<file path="config.mk">
export PLATFORM = sky130hd
export DESIGN_NAME = keypad_scan_flat
export DESIGN_NICKNAME = d
export VERILOG_FILES = /design/src/rtl/keypad_scan_if.sv /design/src/rtl/keypad_scan.sv /design/src/flat_wrapper.sv
export SDC_FILE = /design/constraint.sdc
export NUM_CORES = 1
export LEC_CHECK = 0
export ABC_CLOCK_PERIOD_IN_PS = 2050
export BUFFER_PORTS_ARGS = -buffer_cell sky130_fd_sc_hd__buf_2
export CORE_MARGIN = 3
export CORE_UTILIZATION = 54
export CTS_CLUSTER_SIZE = 24
export DETAILED_ROUTE_END_ITERATION = 8
export MAX_ROUTING_LAYER = met4
export PLACE_DENSITY = 0.76
export SETUP_SLACK_MARGIN = 0.15
export SLEW_MARGIN = 10
export SYNTH_ARGS = -nofsm -noshare
export SYNTH_HDL_FRONTEND = slang
export SYNTH_SLANG_ARGS = --single-unit
export TNS_END_PERCENT = 10
</file>
<file path="constraint.sdc">
create_clock -name clk -period 2.05 [get_ports clk]
set_clock_uncertainty 0.15 [all_clocks]
set_input_delay 0.41 -clock clk [delete_from_list [all_inputs] [get_ports clk]]
set_output_delay 0.41 -clock clk [all_outputs]
set_load 0.005 [all_outputs]
</file>
<file path="src/rtl/keypad_scan_if.sv">
// Keypad-side and consumer-side signals of the 4x4 scanner; the scanner is master.
// Combinational bundle only, no latency; no backpressure, key_valid is a strobe.
interface keypad_scan_if;
  logic [3:0]  row;
  logic [3:0]  col;
  logic [15:0] onehot;
  logic        key_valid;
  logic        multi;

  modport master (
    input  row,
    output col,
    output onehot,
    output key_valid,
    output multi
  );

  modport slave (
    output row,
    input  col,
    input  onehot,
    input  key_valid,
    input  multi
  );
endinterface

</file>
<file path="src/rtl/keypad_scan.sv">
// 4x4 keypad column scanner and sweep debouncer; onehot updates 2 cycles after the accepting sweep ends.
// No backpressure: key_valid is a single-cycle strobe the consumer must take when it appears.
module keypad_scan #(
  parameter int SCAN_DIV = 1000,
  parameter int DEBOUNCE = 4
) (
  input logic           clk,
  input logic           rst,
  keypad_scan_if.master kp
);

  localparam int DW = (SCAN_DIV > 1) ? $clog2(SCAN_DIV) : 1;
  localparam int SW = (DEBOUNCE > 1) ? $clog2(DEBOUNCE) : 1;
  localparam logic [DW-1:0] DIV_LAST   = DW'(SCAN_DIV - 1);
  localparam logic [SW-1:0] STABLE_MAX = SW'(DEBOUNCE - 1);
  localparam logic [SW-1:0] STABLE_ACC = SW'((DEBOUNCE >= 2) ? DEBOUNCE - 2 : 0);

  typedef enum logic [1:0] {
    COL0 = 2'd0,
    COL1 = 2'd1,
    COL2 = 2'd2,
    COL3 = 2'd3
  } col_state_t;

  col_state_t      state;
  col_state_t      state_nxt;
  logic [3:0]      col;
  logic [DW-1:0]   div_cnt;
  logic            sample;
  logic            sweep_end;
  logic [15:0]     sweep_map;
  logic [15:0]     prev_map;
  logic [15:0]     new_map;
  logic [15:0]     acc_map;
  logic [SW-1:0]   stable_cnt;
  logic            same;
  logic            acc;
  logic            acc_zero;
  logic            acc_single;
  logic [15:0]     onehot;
  logic            key_valid;
  logic            multi;

  assign sample     = (div_cnt == DIV_LAST);
  assign sweep_end  = sample && (state == COL3);
  assign same       = (new_map == prev_map);
  assign acc_zero   = (acc_map == 16'd0);
  assign acc_single = !acc_zero && ((acc_map & (acc_map - 16'd1)) == 16'd0);

  assign kp.col       = col;
  assign kp.onehot    = onehot;
  assign kp.key_valid = key_valid;
  assign kp.multi     = multi;

  always_ff @(posedge clk) begin
    if (rst) begin
      state <= COL0;
    end else begin
      state <= state_nxt;
    end
  end

  // col is decoded from the state register so it is always exactly one-low, even out of reset
  always_comb begin
    state_nxt = state;
    col       = 4'b1110;
    case (state)
      COL0: begin
        col = 4'b1110;
        if (sample) state_nxt = COL1;
      end
      COL1: begin
        col = 4'b1101;
        if (sample) state_nxt = COL2;
      end
      COL2: begin
        col = 4'b1011;
        if (sample) state_nxt = COL3;
      end
      COL3: begin
        col = 4'b0111;
        if (sample) state_nxt = COL0;
      end
    endcase
  end

  // The final column is merged combinationally so the sweep can be judged on its own sample cycle
  always_comb begin
    new_map = sweep_map;
    for (int r = 0; r < 4; r++) begin
      new_map[4*r+3] = ~kp.row[r];
    end
  end

  always_ff @(posedge clk) begin
    if (rst) begin
      div_cnt    <= '0;
      sweep_map  <= '0;
      prev_map   <= '0;
      acc_map    <= '0;
      stable_cnt <= '0;
      acc        <= 1'b0;
      onehot     <= '0;
      key_valid  <= 1'b0;
      multi      <= 1'b0;
    end else begin
      div_cnt   <= sample ? '0 : div_cnt + 1'b1;
      acc       <= 1'b0;
      key_valid <= 1'b0;

      if (sample) begin
        for (int c = 0; c < 4; c++) begin
          if (state == col_state_t'(c)) begin
            for (int r = 0; r < 4; r++) begin
              sweep_map[4*r+c] <= ~kp.row[r];
            end
          end
        end
      end

      if (sweep_end) begin
        if (same) begin
          if (stable_cnt != STABLE_MAX) stable_cnt <= stable_cnt + 1'b1;
        end else begin
          stable_cnt <= '0;
        end
        prev_map <= new_map;
        if (same && (DEBOUNCE == 1 || stable_cnt == STABLE_ACC)) begin
          acc     <= 1'b1;
          acc_map <= new_map;
        end
      end

      // Multi-key maps keep the last single key on onehot so the digit encoder never sees two bits
      if (acc) begin
        if (acc_zero) begin
          onehot <= '0;
          multi  <= 1'b0;
        end else if (acc_single) begin
          onehot    <= acc_map;
          multi     <= 1'b0;
          key_valid <= (acc_map != onehot);
        end else begin
          multi <= 1'b1;
        end
      end
    end
  end

endmodule

</file>
<file path="src/flat_wrapper.sv">
// flat-port wrapper written by rule: the top's interface ports become plain ports
module keypad_scan_flat 
#(
  parameter int SCAN_DIV = 1000,
  parameter int DEBOUNCE = 4
)
  (clk, rst, kp_row, kp_col, kp_onehot, kp_key_valid, kp_multi);
  keypad_scan_if kp_i ();
  input logic clk;
  input logic rst;
  input wire logic [$bits(kp_i.row)-1:0] kp_row;
  output wire logic [$bits(kp_i.col)-1:0] kp_col;
  output wire logic [$bits(kp_i.onehot)-1:0] kp_onehot;
  output wire logic [$bits(kp_i.key_valid)-1:0] kp_key_valid;
  output wire logic [$bits(kp_i.multi)-1:0] kp_multi;
  assign kp_i.row = kp_row;
  assign kp_col = kp_i.col;
  assign kp_onehot = kp_i.onehot;
  assign kp_key_valid = kp_i.key_valid;
  assign kp_multi = kp_i.multi;
  keypad_scan #(.SCAN_DIV(SCAN_DIV), .DEBOUNCE(DEBOUNCE)) u_core (.clk(clk), .rst(rst), .kp(kp_i));
endmodule
</file>
==> summary.json, run 1 <==
{
  "fin_tns_setup": {"value": -0.264, "unit": "ns"},
  "static_leakage": {"value": 1.83, "unit": "nW"},
  "worst_ep_required_time": {"value": 2.18, "unit": "ns"},
  "synth-adder-area-share": {"value": 3.80, "unit": "%"},
  "io_pins": {"value": 28},
  "dominant_combinational_cell_family_by_area_after_synthesis": {"value": "simple AND/OR/NAND/NOR gates"},
  "post_syn_area": {"value": 3620, "unit": "µm²"},
  "timing.critical_path.arrival": {"value": 2.24, "unit": "ns"},
  "slew_headroom": {"value": 62.5, "unit": "%"},
  "diodes": {"value": 0},
  "worstSetupPathType": {"value": "register to register"},
  "synth_cell_types": {"value": 44},
  "grt.total_usage": {"value": 23.8, "unit": "%"},
  "cts.path.max_buffers": {"value": 2},
  "cp-end-kind": {"value": "register"},
  "drive_gt1_share": {"value": 31.1, "unit": "%"},
  "worst-slew-pin-transition": {"value": 0.560, "unit": "ns"},
  "synthSimpleGateAreaFrac": {"value": 19.4, "unit": "%"},
  "drc": {"value": 0},
  "power_per_cell_area": {"value": 636, "unit": "nW/µm²"},
  "setup_violations": {"value": 12},
  "drtIter0Drc": {"value": 114},
  "route.vias.total": {"value": 2924},
  "cts_hold_repair.buffers": {"value": 0},
  "cts_made_buffers": {"value": 9},
  "syn2layout_area_growth": {"value": 25.5, "unit": "%"},
  "numPortBuffers": {"value": 27},
  "yosys_register_bits": {"value": 77},
  "worst_hold_path_type": {"value": "input pin to register"},
  "clock_tree.htree_level_count": {"value": 3},
  "mappedNetlistNets": {"value": 403},
  "setup_ws": {"value": -0.0672, "unit": "ns"},
  "die_width": {"value": 87.9, "unit": "µm"},
  "max_cap_violations": {"value": 0},
  "grt_pass1_vias": {"value": 2842},
  "route.final.wire_length": {"value": 8380, "unit": "µm"},
  "unrepaired_setup_endpoints_after_global_routing": {"value": "true"},
  "core_area": {"value": 6420, "unit": "µm²"},
  "cts_root_buffer": {"value": "sky130_fd_sc_hd__clkbuf_8"},
  "drv_slew": {"value": 0},
  "cts.reportedPaths.clkPinSlew": {"value": 0.09, "unit": "ns"},
  "final_cell_count_no_fill": {"value": 534},
  "maxClockFrequency": {"value": 472, "unit": "MHz"},
  "pre_cts_ws": {"value": -0.101, "unit": "ns"},
  "total_die_area": {"value": 7730, "unit": "µm²"},
  "timing.critical_path.fanout_max": {"value": 7},
  "violations": {"value": "setup timing"},
  "rows": {"value": 29},
  "worstSetupStartpointType": {"value": "register"},
  "wire_length_of_the_first_global_routing_pass": {"value": 13800, "unit": "µm"},
  "synthMuxAreaShare": {"value": 11.3, "unit": "%"},
  "most-common-layout-cells": {"value": "62 x sky130_fd_sc_hd__dfxtp_1, 61 x sky130_fd_sc_hd__nor2_1, 41 x sky130_fd_sc_hd__mux2i_1"},
  "layout.nets": {"value": 469},
  "synth.yosys.seq_area_share": {"value": 42.5, "unit": "%"},
  "global_route.overflow_total": {"value": 0},
  "initial_antenna_violation_count": {"value": 0},
  "placer_congestion_estimate": {"value": 0.873},
  "syn_avg_cell_area": {"value": 9.39, "unit": "µm²"},
  "wl_per_cell": {"value": 15.7, "unit": "µm"},
  "cts.sinks": {"value": 77},
  "layout_worst_path_cycle_share": {"value": 103, "unit": "%"},
  "clock_insertion_delay_worst_skew": {"value": 0.35, "unit": "ns"},
  "synth-compound-area-share": {"value": 9.77, "unit": "%"},
  "yosys_warnings": {"value": 0},
  "pin_count_of_the_biggest_net_entering_global_routing": {"value": 31},
  "mostFrequentLayoutCell": {"value": "sky130_fd_sc_hd__dfxtp_1"},
  "postRouteAntennaNets": {"value": 0},
  "vias_per_cell": {"value": 5.48},
  "finalHoldViolCount": {"value": 0},
  "clock_tree_from_tritoncts": {"value": "built"},
  "die_height": {"value": 87.9, "unit": "µm"},
  "place.detailed.instances": {"value": 513},
  "post-route-min-period": {"value": 2.12, "unit": "ns"},
  "xor_and_xnor_fraction_of_the_mapped_netlist_area": {"value": 8.94, "unit": "%"},
  "status": {"value": "finished with violations"},
  "vdd_drop_max": {"value": 0.657, "unit": "mV"},
  "power": {"value": 0.00289, "unit": "W"},
  "floorplan.initialDensity": {"value": 56.4, "unit": "%"},
  "dp_hpwl": {"value": 5580, "unit": "µm"},
  "syn-instance-count": {"value": 386},
  "first_pass_iters": {"value": 4}
}
power by group:
group	switching, W	leakage [nW]	internal, W
clock	0.000568	0.112	0.000657
sequential	0.0000132	0.628	0.00150
combinational	0.0000851	1.09	0.0000638
worst max-delay path, cell delays in order, from the launching register on:
cell and delay (ns):
sky130_fd_sc_hd__dfxtp_2 0.32, sky130_fd_sc_hd__or4_4 0.56, sky130_fd_sc_hd__a2111oi_4 0.32, sky130_fd_sc_hd__o21ai_2 0.14, sky130_fd_sc_hd__nor2_8 0.18, sky130_fd_sc_hd__clkbuf_16 0.18, sky130_fd_sc_hd__mux2i_1 0.21
registers in the layout, summed over array words and instances, names as in the netlist:
register / count
u_core.state: 2
u_core.acc: 1
u_core.acc_map: 16
u_core.kp.key_valid: 1
u_core.div_cnt: 10
u_core.kp.onehot: 16
u_core.prev_map: 16
u_core.kp.multi: 1
u_core.stable_cnt: 2
u_core.sweep_map: 12
cell usage after synthesis, drive strengths merged:
cell	number	share of area [%]
a221oi	1	0.24
xnor2	13	3.1
o32ai	1	0.24
o21ba	1	0.28
nand2	30	3.1
dfxtp	77	43
a21oi	4	0.55
and2	5	0.86
nand3	8	1.1
nand2b	7	1.2
inv	9	0.93
a31oi	1	0.17
or2	1	0.17
ha	11	3.8
nor3	3	0.41
a2111oi	1	0.76
o22ai	1	0.17
o31ai	1	0.21
or2b	3	0.62
nor4	7	1.8
clkbuf	10	1.0
a211oi	24	5.0
and3	4	0.73
o21a	2	0.41
nand4	7	1.4
or4	1	0.31
nand3b	1	0.21
a21boi	1	0.21
xor2	24	5.8
buf	10	2.2
nor2	65	7.2
o21ai	7	1.1
or3	2	0.35
mux2i	41	11
o41ai	2	0.48
worst paths after layout:
check | from | end | slack, ns | cells after the start
min reg2reg | u_core.kp.onehot[6] | u_core.kp.onehot[6] | 0.34 | 2
min | kp_row[0] | u_core.prev_map[3] | 0.26 | 3
max reg2reg | u_core.acc_map[14] | u_core.kp.onehot[15] | -0.07 | 6
max | u_core.acc_map[14] | u_core.kp.onehot[15] | -0.07 | 6
layer usage:
layer / wire length (µm) / global-route usage, % / up-vias / share of wire (%)
li1: - / - / 1462 / -
met1: 3750 / 29.7 / 1391 / 45
met2: 4200 / 38.2 / 57 / 50
met3: 284 / 3.95 / 14 / 3.4
met4: 154 / 9.48 / 0 / 1.8
met5: 0 / - / - / 0
cell type report:
cell class                      instances  area, µm²
Fill cell                             461       1870
Tap cell                               77       96.3
Sequential cell                        77       1560
Clock buffer                           12        165
Timing Repair Buffer                   75        557
Clock inverter                          4       45.0
Inverter                                9       33.8
Multi-Input combinational cell        280       2090
per-stage QoR:
stage          instance area (µm²)  util (%)  hold WS (ns)
6_report                      4550      70.9         0.259
3_3_place_gp                  4110      64.0         0.316
5_1_grt                       4550      70.9         0.256
2_1_floorplan                 3670         -         0.282
4_1_cts                       4470      69.6         0.240
3_5_place_dp                  4110      64.0         0.328
cells by family (layout without fill, tap and decap cells):
family                   after synthesis  count (layout)
buffers and inverters                 29             100
AND/OR/NAND/NOR                      144             144
XOR/XNOR                              37              37
AO/OA/AOI/OAI                         47              47
multiplexers                          41              41
flip-flops                            77              77
adder cells (fa/ha/maj)               11              11
what timing repair did:
action / CTS / global route
buffers inserted: 2 / 2
gates resized for setup: 30 / 19
setup endpoints to repair: 43 / 53
gates cloned: 1 / 0
pin swaps: 29 / 9
Note: power is estimated with default switching activity, not from simulation.
==> inputs of run 2 (changes only) <==
PLACE_DENSITY = 0.77   (was 0.76)
==> summary.json, run 2 (synthesis results as in run 1) <==
{
  "cts.reportedPaths.clkPinSlew": {"value": 0.08, "unit": "ns", "change": "was 0.09 ns"},
  "clock_tree.htree_level_count": {"value": 3, "change": "unchanged"},
  "die_height": {"value": 87.9, "unit": "µm", "change": "unchanged"},
  "diodes": {"value": 0, "change": "unchanged"},
  "path_cells": {"value": "or4_4 -> a2111oi_4 -> o21ai_2 -> nor2_8 -> clkbuf_16 -> mux2i_1", "change": "unchanged"},
  "total_die_area": {"value": 7730, "unit": "µm²", "change": "unchanged"},
  "clock_insertion_delay_worst_skew": {"value": 0.35, "unit": "ns", "change": "about the same"},
  "cts.path.max_buffers": {"value": 2, "change": "unchanged"},
  "vdd_drop_max": {"value": 0.565, "unit": "mV", "change": "was 0.657 mV"},
  "core_area": {"value": 6420, "unit": "µm²", "change": "unchanged"},
  "global_route.overflow_total": {"value": 0, "change": "unchanged"},
  "drive_gt1_share": {"value": 27.2, "unit": "%", "change": "was 31.1%"},
  "timing.critical_path.buf_inv": {"value": 1, "change": "unchanged"},
  "placer_congestion_estimate": {"value": 0.852, "change": "was 0.873"},
  "cts_made_buffers": {"value": 9, "change": "unchanged"},
  "cts.sinks": {"value": 77, "change": "unchanged"},
  "numPortBuffers": {"value": 27, "change": "unchanged"},
  "slew_headroom": {"value": 63.1, "unit": "%", "change": "was 62.5%"},
  "final_util": {"value": 68.2, "unit": "%", "change": "was 70.9%"},
  "postRouteAntennaNets": {"value": 0, "change": "unchanged"},
  "post-route-min-period": {"value": 2.11, "unit": "ns", "change": "was 2.12 ns"},
  "cts_hold_repair.buffers": {"value": 0, "change": "unchanged"},
  "layout.nets": {"value": 460, "change": "was 469"},
  "worst-slew-pin-transition": {"value": 0.552, "unit": "ns", "change": "was 0.560 ns"},
  "route.vias.total": {"value": 2884, "change": "was 2,924"},
  "max_cap_violations": {"value": 0, "change": "unchanged"},
  "power_per_cell_area": {"value": 611, "unit": "nW/µm²", "change": "was 636 nW/µm²"},
  "status": {"value": "finished with violations", "change": "unchanged"},
  "unrepaired_setup_endpoints_after_global_routing": {"value": "true", "change": "unchanged"},
  "worst_hold_path_type": {"value": "input pin to register", "change": "unchanged"},
  "drtIter0Drc": {"value": 160, "change": "was 114"},
  "wl_per_cell": {"value": 14.9, "unit": "µm", "change": "was 15.7 µm"},
  "first_pass_iters": {"value": 4, "change": "unchanged"},
  "io_pins": {"value": 28, "change": "unchanged"},
  "top_regs": {"value": "u_core.acc_map: 16 flops, u_core.kp.onehot: 16 flops, u_core.prev_map: 16 flops", "change": "unchanged"},
  "setup_ws": {"value": -0.0597, "unit": "ns", "change": "was -0.0672 ns"},
  "final_area": {"value": 4380, "unit": "µm²", "change": "was 4550 µm²"},
  "grt.total_usage": {"value": 21.5, "unit": "%", "change": "was 23.8%"},
  "dp_hpwl": {"value": 5490, "unit": "µm", "change": "was 5580 µm"},
  "wire_length_of_the_first_global_routing_pass": {"value": 12700, "unit": "µm", "change": "was 13,800 µm"},
  "most-common-layout-cells": {"value": "65 x sky130_fd_sc_hd__dfxtp_1, 63 x sky130_fd_sc_hd__nor2_1, 40 x sky130_fd_sc_hd__mux2i_1", "change": "was 62 x sky130_fd_sc_hd__dfxtp_1, 61 x sky130_fd_sc_hd__nor2_1, 41 x sky130_fd_sc_hd__mux2i_1"},
  "worstSetupStartpointType": {"value": "register", "change": "unchanged"},
  "maxClockFrequency": {"value": 474, "unit": "MHz", "change": "was 472 MHz"},
  "critical-path-top-delay-family": {"value": "simple AND/OR/NAND/NOR gates", "change": "unchanged"},
  "timing.critical_path.arrival": {"value": 2.23, "unit": "ns", "change": "was 2.24 ns"},
  "initial_antenna_violation_count": {"value": 0, "change": "unchanged"},
  "die_width": {"value": 87.9, "unit": "µm", "change": "unchanged"},
  "static_leakage": {"value": 1.76, "unit": "nW", "change": "was 1.83 nW"},
  "floorplan.initialDensity": {"value": 56.4, "unit": "%", "change": "unchanged"},
  "cp-end-kind": {"value": "register", "change": "unchanged"},
  "finalHoldViolCount": {"value": 0, "change": "unchanged"},
  "violations": {"value": "setup timing", "change": "unchanged"},
  "rows": {"value": 29, "change": "unchanged"},
  "drc": {"value": 0, "change": "unchanged"},
  "critPathSlowestCell": {"value": "sky130_fd_sc_hd__or4_4", "change": "unchanged"},
  "pin_count_of_the_biggest_net_entering_global_routing": {"value": 39, "change": "was 31"},
  "setup_violations": {"value": 11, "change": "was 12"},
  "postPlaceCellArea": {"value": 4050, "unit": "µm²", "change": "was 4110 µm²"},
  "worst_ep_required_time": {"value": 2.17, "unit": "ns", "change": "was 2.18 ns"},
  "vias_per_cell": {"value": 5.49, "change": "was 5.48"},
  "clock_tree_from_tritoncts": {"value": "built", "change": "unchanged"},
  "cp_slowest_stage_delay": {"value": 0.57, "unit": "ns", "change": "was 0.56 ns"},
  "drv_slew": {"value": 0, "change": "unchanged"},
  "mostFrequentLayoutCell": {"value": "sky130_fd_sc_hd__dfxtp_1", "change": "unchanged"},
  "route.final.wire_length": {"value": 7850, "unit": "µm", "change": "was 8380 µm"},
  "grt_pass1_vias": {"value": 2744, "change": "was 2,842"},
  "cts_root_buffer": {"value": "sky130_fd_sc_hd__clkbuf_8", "change": "unchanged"},
  "layout_worst_path_cycle_share": {"value": 103, "unit": "%", "change": "about the same"},
  "syn2layout_area_growth": {"value": 20.9, "unit": "%", "change": "was 25.5%"},
  "worstSetupPathType": {"value": "register to register", "change": "unchanged"},
  "timing.critical_path.fanout_max": {"value": 6, "change": "was 7"}
}
run 2: area by class of cell:
class	count	area, µm²
Inverter	9	33.8
Clock inverter	7	51.3
Sequential cell	77	1560
Timing Repair Buffer	65	458
Fill cell	499	2040
Clock buffer	9	124
Multi-Input combinational cell	281	2060
Tap cell	77	96.3
run 2: through the flow:
stage	TNS, ns	cells	setup slack, ns	hold WS (ns)	power, W
2_1_floorplan	-0.864	386	-0.0934	0.282	0.00163
3_3_place_gp	-0.590	506	-0.0335	0.292	0.00168
3_5_place_dp	-3.48	506	-0.179	0.308	0.00169
4_1_cts	-0.528	523	-0.0649	0.228	0.00270
5_1_grt	-2.13	525	-0.141	0.246	0.00278
6_report	-0.202	525	-0.0597	0.235	0.00268
run 2: worst paths after layout:
| path | slack (ns) | end | depth (start not counted) | start |
|---|---|---|---|---|
| worst min-delay path | 0.23 | u_core.sweep_map[12] | 3 | kp_row[3] |
| worst max-delay path | -0.06 | u_core.kp.onehot[9] | 6 | u_core.acc_map[12] |
| worst min register to register | 0.32 | u_core.div_cnt[0] | 1 | u_core.div_cnt[0] |
| worst max register to register | -0.06 | u_core.kp.onehot[9] | 6 | u_core.acc_map[12] |
run 2: repair_timing:
item / CTS / global route
buffers inserted: 1 / 0
gates cloned: 0 / 2
resized for setup: 8 / 26
endpoints found under the setup margin: 39 / 69
pin swaps: 16 / 9
run 2: routing by layer:
metal  GRT usage (%)  vias up  part of all wire [%]  wire [µm]
met5               -        -                     0          0
met3            5.55        8                   3.4        264
met4            7.53        0                   1.0         82
li1                -     1449                     -          -
met2            34.8       48                    49       3870
met1            25.9     1379                    46       3630
run 2: power breakdown:
part	internal, W	leakage, nW	switching, W
clock	0.000442	0.0856	0.000574
combinational	0.0000616	1.05	0.0000819
sequential	0.00150	0.627	0.0000135
run 2: tightest hold or removal path: cells and delay by family:
| kind | cells | cell delay, ns |
|---|---|---|
| buffers and inverters | 2 | 0.22 |
| AO/OA/AOI/OAI | 1 | 0.06 |
